File: src/rtl/config_chain_loader.sv
// rtl/config_chain_loader.sv - serial config loader with even-parity check and atomic commit to the routing mux selectors
module config_chain_loader #(
    parameter int CONFIG_WIDTH = 24,
    parameter int COUNT_WIDTH  = $clog2(CONFIG_WIDTH + 1)
) (
    input  logic                    clock,
    input  logic                    nreset,
    input  logic                    start,
    input  logic                    bit_in,
    input  logic                    bit_valid,
    output logic                    bit_ready,
    output logic [CONFIG_WIDTH-1:0] config_out,
    output logic                    config_valid,
    output logic                    commit,
    output logic                    busy,
    output logic                    error
);

    localparam logic [1:0] ST_IDLE  = 2'd0;
    localparam logic [1:0] ST_LOAD  = 2'd1;
    localparam logic [1:0] ST_ERROR = 2'd2;

    localparam logic [COUNT_WIDTH-1:0] FRAME_BITS = COUNT_WIDTH'(CONFIG_WIDTH);

    logic [1:0]              state;
    logic [CONFIG_WIDTH-1:0] staging;
    logic [COUNT_WIDTH-1:0]  count;
    logic                    parity;

    // Handshake and status are pure state decodes, so bit_ready never depends on bit_valid.
    assign bit_ready = (state == ST_LOAD);
    assign busy      = (state == ST_LOAD);
    assign error     = (state == ST_ERROR);

    always_ff @(posedge clock or negedge nreset) begin
        if (!nreset) begin
            state        <= ST_IDLE;
            staging      <= '0;
            count        <= '0;
            parity       <= 1'b0;
            config_out   <= '0;
            config_valid <= 1'b0;
            commit       <= 1'b0;
        end else begin
            commit <= 1'b0;
            if (start) begin
                // Start always (re)opens a clean frame; a bit offered alongside it is dropped.
                state   <= ST_LOAD;
                staging <= '0;
                count   <= '0;
                parity  <= 1'b0;
            end else if (state == ST_LOAD && bit_valid) begin
                if (count < FRAME_BITS) begin
                    staging <= {staging[CONFIG_WIDTH-2:0], bit_in};
                    parity  <= parity ^ bit_in;
                    count   <= count + COUNT_WIDTH'(1);
                end else if ((parity ^ bit_in) == 1'b0) begin
                    config_out   <= staging;
                    config_valid <= 1'b1;
                    commit       <= 1'b1;
                    state        <= ST_IDLE;
                end else begin
                    state <= ST_ERROR;
                end
            end else if (state != ST_LOAD && state != ST_ERROR && state != ST_IDLE) begin
                state <= ST_IDLE;
            end
        end
    end

endmodule

File: config.mk
export PLATFORM = sky130hd
export DESIGN_NAME = config_chain_loader
export DESIGN_NICKNAME = d
export VERILOG_FILES = /design/src/rtl/config_chain_loader.sv
export SDC_FILE = /design/constraint.sdc
export NUM_CORES = 1
export LEC_CHECK = 0
export BUFFER_PORTS_ARGS = -buffer_cell sky130_fd_sc_hd__buf_2
export CAP_MARGIN = 40
export CORE_ASPECT_RATIO = 0.6
export CORE_MARGIN = 2
export CORE_UTILIZATION = 43
export CTS_CLUSTER_DIAMETER = 120
export DETAILED_ROUTE_END_ITERATION = 7
export HOLD_SLACK_MARGIN = 0.15
export PLACE_DENSITY = 0.67
export SLEW_MARGIN = 40
export SYNTH_ARGS = -nofsm -noshare
export SYNTH_HDL_FRONTEND = slang
export SYNTH_SLANG_ARGS = --single-unit
File: constraint.sdc
create_clock -name clock -period 3.3 [get_ports clock]
set_clock_uncertainty 0.1 [all_clocks]
set_input_delay 0.165 -clock clock [delete_from_list [all_inputs] [get_ports clock]]
set_output_delay 0.165 -clock clock [all_outputs]
set_load 0.02 [all_outputs]
Word level (Yosys, flattened, before mapping) --
Cells that the tools add are included.
Operators by class: reductions and logical operators 10, multiplexer cells 18, magnitude comparators 1, bitwise logic cells 4, $add $sub $neg 1, equality and inequality tests 5
Operator list (number):
- $mux 24 | 3
- $mux 5 | 3
- $mux 2 | 5
- $mux 1 | 7
- $reduce_bool 2->1 | 3
- $add 5x1->5 const B | 1
- $lt 5x5->1 const B | 1
- $reduce_and 2->1 | 2
- $reduce_and 4->1 | 1
- $logic_and 1x1->1 | 3
- $ne 3x3->1 const B | 1
- $not 1->1 | 3
- $reduce_bool 3->1 | 1
- $eq 2x1->1 const B | 1
- $eq 2x2->1 const B | 1
- $ne 2x1->1 const B | 1
- $ne 2x2->1 const B | 1
- $xor 1x1->1 | 1
Word-level totals: input port bits 5, output and inout bits 29, logic and storage cells 46, flip-flop bits (word level) 58

Depth between registers and ports, before layout --
Gate-level depths: netlist (run 1).
word-level depth 6, mapped depth 5

Worst setup path after synthesis (run 1) --
Ideal clock, no wire load.
path type register to register, start register state[1], end register config_out[10], stages on the path, launching flop included 6, data arrival time 1.646 ns, buffers on the path 2, setup slack 1.428 ns, data required time 3.075 ns, period minus slack after synthesis 1.872 ns, library setup time 0.125 ns, path through dfrtp_1 -> nand3b_4 -> or4_1 -> buf_6 -> buf_8 -> mux2_4
Between the ends: cells in the longest elaborated chain, start to end 3
RTL lines:
- start, declared | line 25 | logic [1:0] state;
- start signal, assigned | line 37 | state <= ST_IDLE;
- start signal, assigned | line 48 | state <= ST_LOAD;
- start signal, assigned | line 61 | state <= ST_IDLE;
- $eq 2x1->1 | line 52 | end else if (state == ST_LOAD && bit_valid) begin
- $logic_and 1x1->1 | line 52
- $reduce_and 4->1 (no source line)
- end signal, assigned | line 58 | config_out <= staging;
- end, declared | line 12 | output logic [CONFIG_WIDTH-1:0] config_out,
No other way between the ends. A chain may end at the register's enable or synchronous reset.

Final worst setup path (run 1) --
start input port bit_valid, end register config_out[12]
Between the ends: cells in the longest elaborated chain, start to end 2
RTL lines:
- start, declared | line 10 | input logic bit_valid,
- $logic_and 1x1->1 | line 52
- $reduce_and 4->1 (no source line)
No other way between the ends.

==> results of run 1 <==
-- synthesized netlist by cell type (2+ instances only) --
library cell / n
nor2_1: 2
nand2b_1: 2
mux2_2: 8
mux2_4: 18
nand3_1: 2
dfrtp_1: 58
a21oi_1: 2
a22o_1: 26
clkbuf_1: 6
inv_1: 3
nor2b_1: 2
-- logic make-up after synthesis --
kind of cell             Yosys count  share of synthesized area
multiplexers                      26                      0.155
AND/OR/NAND/NOR                   15                     0.0453
buffers and inverters             13                     0.0377
flip-flops                        58                      0.625
adder cells (fa/ha/maj)            1                    0.00539
XOR/XNOR                           2                    0.00754
AO/OA/AOI/OAI                     34                      0.124
-- power breakdown --
group | total, mW | switching, mW | internal [mW]
Clock | 0.608 | 0.266 | 0.343
Sequential | 0.723 | 0.00585 | 0.717
Combinational | 0.0671 | 0.0446 | 0.0225
Total | 1.40 | 0.316 | 1.08
-- critical path, cell delays in order --
cell           delay [ns]
dlygate4sd3_1        0.54
buf_2                0.15
nand3b_4             0.10
or4_1                0.51
buf_4                0.29
mux2_4               0.34
-- routing by layer --
| layer | GRT usage | part of all wire |
|---|---|---|
| met5 | 0 | 0 |
| met3 | 0.0795 | 0.048 |
| met1 | 0.197 | 0.48 |
| met2 | 0.239 | 0.47 |
| met4 | 0.0470 | 0.0047 |
-- final cells by class --
cell class / count / area [um^2]
fill: 422 / 2370
multi-input combinational: 78 / 790
clock inverter: 6 / 57.6
sequential: 58 / 1450
timing repair buffer: 41 / 241
clock buffer: 10 / 128
inverter: 3 / 11.3
tap: 66 / 82.6
-- worst max path at each step --
stage | from | to | slack, ns | cells past startpoint
CTS | state[1] | config_out[12] | 1.32 | 4
detailed placement | state[1] | config_out[22] | 1.32 | 4
finish | bit_valid | config_out[12] | 1.30 | 6
floorplan | state[1] | config_out[10] | 1.43 | 5
global placement | state[1] | config_out[10] | 1.39 | 4
global route | bit_valid | staging[8] | 1.22 | 6
-- sequential cells by signal, indices dropped and copies added (netlist names) --
| signal | count |
|---|---|
| parity | 1 |
| config_valid | 1 |
| config_out | 24 |
| count | 5 |
| commit | 1 |
| state | 2 |
| staging | 24 |
-- what timing repair did --
action	4_1_cts	5_1_grt
endpoints found under the setup margin	0	0
hold endpoints to repair	55	0
hold buffers	4	0
resized for setup	0	0
-- cells in the final DEF (no fill, tap or decap), types with 2 or more instances in the layout --
| cell | count |
|---|---|
| clkbuf_8 | 9 |
| nor2b_1 | 2 |
| dlygate4sd3_1 | 4 |
| nand2b_1 | 2 |
| mux2_4 | 18 |
| a21oi_1 | 2 |
| nor2_1 | 2 |
| nand3_1 | 2 |
| inv_1 | 3 |
| clkinv_2 | 4 |
| buf_4 | 4 |
| mux2_2 | 8 |
| buf_2 | 32 |
| a22o_1 | 26 |
| dfrtp_1 | 58 |
==> flow_summary.json, run 1 <==
{
  "status": "complete, no violations",
  "antenna_cells": 0,
  "max-slew-margin-rel": 0.584,
  "pre_cts_slack_ns": 1.32,
  "ant_nets": 0,
  "buffer_ports.inserted": 33,
  "synth.avg_cell_area_um2": 15.6,
  "syn_to_final_growth_pct": 18.9,
  "setup_tns_ns": 0,
  "end_kind": "register",
  "dp_hpwl_um": 2610,
  "io_pins": 34,
  "routed_wl_um": 4030,
  "pwr_density_cell_nw_per_um2": 506,
  "die_h_um": 60.9,
  "yosys-top-cells-area": "dfrtp_1 63%, mux2_4 12%, a22o_1 9.8%",
  "setup_viol": 0,
  "antenna_found_initial": 0,
  "postCtsSetupRepairBufs": 0,
  "die_w_um": 98.9,
  "final_cells": 262,
  "place.gp.congestion": 0.722,
  "rsz0062_at_grt": "no",
  "hold_class": "in2async",
  "clkSinkCount": 58,
  "fin_nets": 197,
  "stdcell_area_um2": 2760,
  "synth-edff-count": 0,
  "ir_drop_uv": 244,
  "synth.top_cell.area_share": 0.625,
  "yosysTopAreaCell": "dfrtp_1",
  "leakage_nw": 1.51,
  "die_area_um2": 6020,
  "fin_crit_ns": 2.00,
  "rrSetupSlack_ns": 1.32,
  "drive_gt1_frac": 0.418,
  "critPathArrivalTime_ns": 2.10,
  "grt_pass1_vias": 1394,
  "ctsRootBufferMaster": "clkbuf_8",
  "routed_via_density": 5.21,
  "synth.cell_area_um2": 2320,
  "hold_ws_ns": 0.325,
  "worst_slack_ns": 1.30,
  "clk_latency_ns": 0.33,
  "grt_pass1_wl_um": 6920,
  "crit_fanout": 26,
  "yosysSeqAreaShare": 0.625,
  "overflow": 0,
  "yosys_most_used_dff": "dfrtp_1",
  "post-route-util": 0.538,
  "syn_nets": 155,
  "ys_types": 31,
  "start_util": 0.453,
  "ys_warn_count": 0,
  "wire_per_inst_um": 15.4,
  "grt_usage": 0.156,
  "worstReg2RegEnd": "config_out[12]",
  "total_power_mw": 1.40,
  "path_class": "in2reg",
  "cts_buffer_depth": 2,
  "htree_levels": 3,
  "start_kind": "primary input",
  "r2r-start": "state[1]",
  "postPlaceCellArea_um2": 2540,
  "synthCells": 149,
  "cts_buffers": 9,
  "firstDrtPassIters": 4,
  "cts_tree": "done",
  "hold_viol": 0,
  "drc": 0,
  "async_reset_ff_frac": 1.00,
  "grt_max_degree": 52,
  "path_clk_slew_ns": 0.06,
  "drv_cap": 0,
  "drt_iter0_drc": 96,
  "rr_worst_depth": 4,
  "vias": 1365,
  "critPathRequiredTime_ns": 3.41,
  "ys_seq_elements": 58,
  "worst_slew_pin_slew_ns": 0.622,
  "drv_slew": 0,
  "fin_crit_sh": 0.605,
  "fmax_mhz": 501,
  "num_rows": 20,
  "core_area_um2": 5130,
  "dp_cells": 242
}
Power figures use the tool's default switching activity.
==> run 2: changes to the inputs <==
PLACE_DENSITY = 0.69   (was 0.67)
clock period = 1.7 ns   (was 3.3 ns; I/O delays follow)
==> run 2 against run 1 <==
  * Sequential cell count unchanged
  * Power up 120%
  * The flow now finishes with violations (setup timing)
  * Combinational power up 140%
  * First-iteration DRC count down 38%
  * Core utilization up 3.5 points
  * Final cell count up 3.8%
  * Global-route usage up 1.3 points
  * Wire length up 8.8%
==> flow_summary.json, run 2 (same netlist as run 1, synthesis figures left out) <==
{
  "status": "finished with violations",
  "violations": "setup timing",
  "fillers": 420,
  "hold_viol": 0,
  "drv_cap": 0,
  "worstSetupEndpoint": "config_out[23]",
  "seq_area_um2": 1450,
  "place.gp.congestion": 0.702,
  "critPathRequiredTime_ns": 1.82,
  "antenna_found_initial": 0,
  "fin_nets": 207,
  "core_area_um2": 5130,
  "ant_nets": 0,
  "end_kind": "register",
  "num_rows": 20,
  "wire_per_inst_um": 16.1,
  "ir_drop_uv": 407,
  "vias": 1445,
  "fin_crit_sh": 1.05,
  "die_area_um2": 6020,
  "grt_max_degree": 37,
  "rr_worst_depth": 4,
  "worst_slew_pin_slew_ns": 0.529,
  "grt_pass1_wl_um": 7460,
  "grt_usage": 0.169,
  "drc": 0,
  "path_clk_slew_ns": 0.06,
  "postCtsSetupRepairBufs": 0,
  "drive_gt1_frac": 0.451,
  "grt_pass1_vias": 1443,
  "start_util": 0.453,
  "drt_iter0_drc": 60,
  "r2r-start": "state[1]",
  "firstDrtPassIters": 4,
  "io_pins": 34,
  "reg_top3": "config_out: 24 flops, staging: 24 flops, count: 5 flops",
  "pwr_density_cell_nw_per_um2": 1060,
  "final_common_cell": "dfrtp_1",
  "overflow": 0,
  "critPathArrivalTime_ns": 1.91,
  "ctsRootBufferMaster": "clkbuf_8",
  "antenna_cells": 0,
  "htree_levels": 3,
  "drv_slew": 0,
  "syn_to_final_growth_pct": 26.6,
  "total_power_mw": 3.11,
  "max-slew-margin-rel": 0.647,
  "routed_via_density": 5.31,
  "die_h_um": 60.9,
  "worstReg2RegEnd": "config_out[23]",
  "path_class": "reg2reg",
  "startpoint": "state[1]",
  "crit_fanout": 19,
  "hold_class": "in2async",
  "multiInputGateArea_um2": 810,
  "mostFrequentLayoutCells": "58 x dfrtp_1, 33 x buf_2, 26 x a22o_1",
  "cts_buffers": 9,
  "cts_buffer_depth": 2,
  "buffer_ports.inserted": 33,
  "rsz0062_at_grt": "yes",
  "routed_wl_um": 4380,
  "start_kind": "register",
  "die_w_um": 98.9,
  "fmax_mhz": 559,
  "fin_crit_ns": 1.79,
  "worst_slack_ns": -0.0900,
  "dp_hpwl_um": 2820,
  "leakage_nw": 1.59,
  "clk_latency_ns": 0.33,
  "setup_viol": 24,
  "rrSetupSlack_ns": -0.09,
  "clkSinkCount": 58,
  "cts_tree": "done",
  "post-route-util": 0.573
}
[run 2: changes by cell type in the layout (fill, tap and decap cells not counted), sizes merged]
| cell | change |
|---|---|
| buf | +9 |
| clkinv | -3 |
| clkinvlp | -1 |
| bufinv | +2 |
| clkbuf | +2 |
| dlygate4sd3 | +1 |
[run 2: cell type report]
type / count / share of cell area
Tap cell: 66 / 0.0281
Timing Repair Buffer: 51 / 0.116
Clock buffer: 12 / 0.0494
Sequential cell: 58 / 0.494
Inverter: 3 / 0.00383
Multi-Input combinational cell: 78 / 0.275
Clock inverter: 4 / 0.0336
[run 2: worst max-delay path, cell delays in order, from the launching register on]
cell and delay (ns):
dfrtp_1 0.38, nand3b_4 0.16, or4_4 0.55, buf_12 0.19, mux2_4 0.31
[run 2: worst min-delay path by stage]
stage	from	to	slack, ns	cells past startpoint
global route	nreset	count[3]	0.20	2
detailed placement	nreset	staging[13]	-0.01	1
floorplan	nreset	commit	-0.31	0
CTS	nreset	config_out[13]	0.16	2
global placement	nreset	config_valid	-0.02	1
finish	nreset	staging[13]	0.16	2
[run 2: timing repair]
action                                  CTS  global route
endpoints found under the setup margin   24            47
gates resized for setup                   1             3
hold buffers                              5             0
hold endpoints to repair                 65             0
[run 2: power breakdown]
part	switching, mW	internal, mW	leakage, nW
Sequential	0.00997	1.39	0.805
Combinational	0.0956	0.0624	0.668
Clock	0.537	1.02	0.121
[run 2: layer usage]
metal	track usage	vias up	wire, um
li1	-	656	-
met1	0.221	751	2050
met2	0.247	33	2070
met3	0.0703	5	199
met4	0.0822	0	59
met5	0	-	0
[run 2: metrics by stage]
stage	cells	worst slack, ns	hold slack [ns]	TNS [ns]	instance area, um^2
2_1_floorplan	149	-0.162	-0.311	-2.92	2330
3_3_place_gp	251	-0.0602	-0.0178	-1.19	2630
3_5_place_dp	251	-0.0812	-0.00992	-1.59	2630
4_1_cts	272	-0.0887	0.163	-1.63	2920
5_1_grt	272	-0.123	0.204	-2.46	2940
6_report	272	-0.0900	0.162	-1.58	2940
==> run 3: changes to the inputs <==
clock period = 1.54 ns   (was 1.7 ns; I/O delays follow)
==> run 3 against run 2 <==
  * The run still ends with setup timing left
  * Sequential cell count unchanged
  * Combinational power up 35%
  * Critical path depth up 2
  * Clock power down 3%
  * Global-route usage down 0.51 points
==> flow_summary.json, run 3 (same netlist as run 1, synthesis figures left out) <==
{
  "status": "finished with violations",
  "violations": "setup timing",
  "stdcell_area_um2": 3050,
  "path_cells": "buf_2, dlygate4sd3_1, xor2_1, or4_4, clkbuf_16, mux2_4",
  "ant_nets": 0,
  "cp.buffers_inverters": 3,
  "rr_worst_depth": 4,
  "path_class": "in2reg",
  "setup_viol": 27,
  "drv_cap": 0,
  "mostFrequentLayoutCells": "58 x dfrtp_1, 32 x buf_2, 26 x a22o_1",
  "clkSinkCount": 58,
  "grt_pass1_vias": 1472,
  "total_power_mw": 3.26,
  "critPathArrivalTime_ns": 1.92,
  "overflow": 0,
  "crit_fanout": 12,
  "cts_buffers": 9,
  "max-slew-margin-rel": 0.794,
  "die_w_um": 98.9,
  "cts_tree": "done",
  "fin_nets": 215,
  "slowest_stage": "dlygate4sd3_1",
  "cts_buffer_depth": 2,
  "clk_latency_ns": 0.34,
  "max_stage_delay_ns": 0.58,
  "antenna_cells": 0,
  "io_pins": 34,
  "start_kind": "primary input",
  "post-route-util": 0.594,
  "antenna_found_initial": 0,
  "startpoint": "bit_in",
  "min_to": "count[1]",
  "dp_hpwl_um": 2580,
  "fin_crit_ns": 1.79,
  "path_clk_slew_ns": 0.07,
  "worstHoldStart": "bit_valid",
  "fin_crit_sh": 1.16,
  "drv_slew": 0,
  "wire_per_inst_um": 16.2,
  "routed_via_density": 5.21,
  "reg_top3": "config_out: 24 flops, staging: 24 flops, count: 5 flops",
  "num_rows": 20,
  "drt_iter0_drc": 49,
  "hold_class": "in2reg",
  "firstDrtPassIters": 4,
  "postPlaceCellArea_um2": 2630,
  "worstReg2RegEnd": "config_out[2]",
  "rrSetupSlack_ns": -0.23,
  "hold_viol": 0,
  "drc": 0,
  "worst_slew_pin_slew_ns": 0.308,
  "grt_usage": 0.164,
  "drive_gt1_frac": 0.481,
  "die_h_um": 60.9,
  "worst_slack_ns": -0.254,
  "final_common_cell": "dfrtp_1",
  "htree_levels": 3,
  "critPathRequiredTime_ns": 1.67,
  "vias": 1458,
  "syn_to_final_growth_pct": 31.3,
  "core_area_um2": 5130,
  "routed_wl_um": 4540,
  "leakage_nw": 1.64,
  "place.gp.congestion": 0.727,
  "die_area_um2": 6020,
  "r2r-start": "state[1]",
  "rsz0062_at_grt": "yes",
  "grt_max_degree": 39,
  "worstHoldPathCells": 5,
  "cpLargestDelayFamily": "buffers and inverters",
  "fmax_mhz": 557,
  "ctsRootBufferMaster": "clkbuf_8",
  "fillers": 395,
  "start_util": 0.453,
  "ir_drop_uv": 611,
  "grt_pass1_wl_um": 7250,
  "end_kind": "register",
  "pwr_density_cell_nw_per_um2": 1070,
  "buffer_ports.inserted": 33
}
## run 3: layer usage
layer  up-vias  wire length [um]  track usage
li1        679                 -            -
met1       752              2230        0.214
met2        22              2080        0.241
met3         5               179       0.0726
met4         0                44       0.0705
met5         -                 0            0
## run 3: worst min-delay path: stages
cell	delay, ns
buf_2	0.13
nand3b_4	0.07
buf_4	0.12
nor3_4	0.06
a22o_1	0.17
## run 3: worst max path at each step
| stage | endpoint | depth (start not counted) |
|---|---|---|
| detailed placement | count[0] | 4 |
| CTS | config_out[8] | 4 |
| global route | config_out[8] | 4 |
| global placement | config_out[9] | 4 |
| floorplan | config_out[10] | 5 |
| finish | config_out[2] | 6 |
## run 3: final cells by class
class	count	area [um^2]	share of cell area
Sequential cell	58	1450	0.476
Multi-Input combinational cell	79	837	0.275
Timing Repair Buffer	58	457	0.150
Clock buffer	11	131	0.0431
Tap cell	66	82.6	0.0271
Clock inverter	5	78.8	0.0259
Inverter	3	11.3	0.00369
## run 3: stage by stage
step / hold slack [ns] / setup TNS (ns) / instances / setup WS [ns]
after floorplan: -0.319 / -6.78 / 149 / -0.322
after global placement: -0.0448 / -8.72 / 251 / -0.214
after CTS: 0.199 / -5.43 / 278 / -0.241
after detailed placement: -0.0267 / -11.21 / 251 / -0.248
after global routing: 0.234 / -6.99 / 280 / -0.269
final: 0.224 / -6.01 / 280 / -0.254
## run 3: repair_timing
item                       in CTS  in global routing
gates resized for setup         5                 10
gates cloned                    1                  1
pin swaps                       2                  7
hold buffers                    5                  0
hold endpoints to repair       64                  0
buffers inserted                5                  2
setup endpoints to repair      52                 94
## run 3: power breakdown
group,internal (mW),switching (mW)
clock network,0.909,0.594
logic,0.0957,0.118
registers,1.54,0.0108
total,2.54,0.722
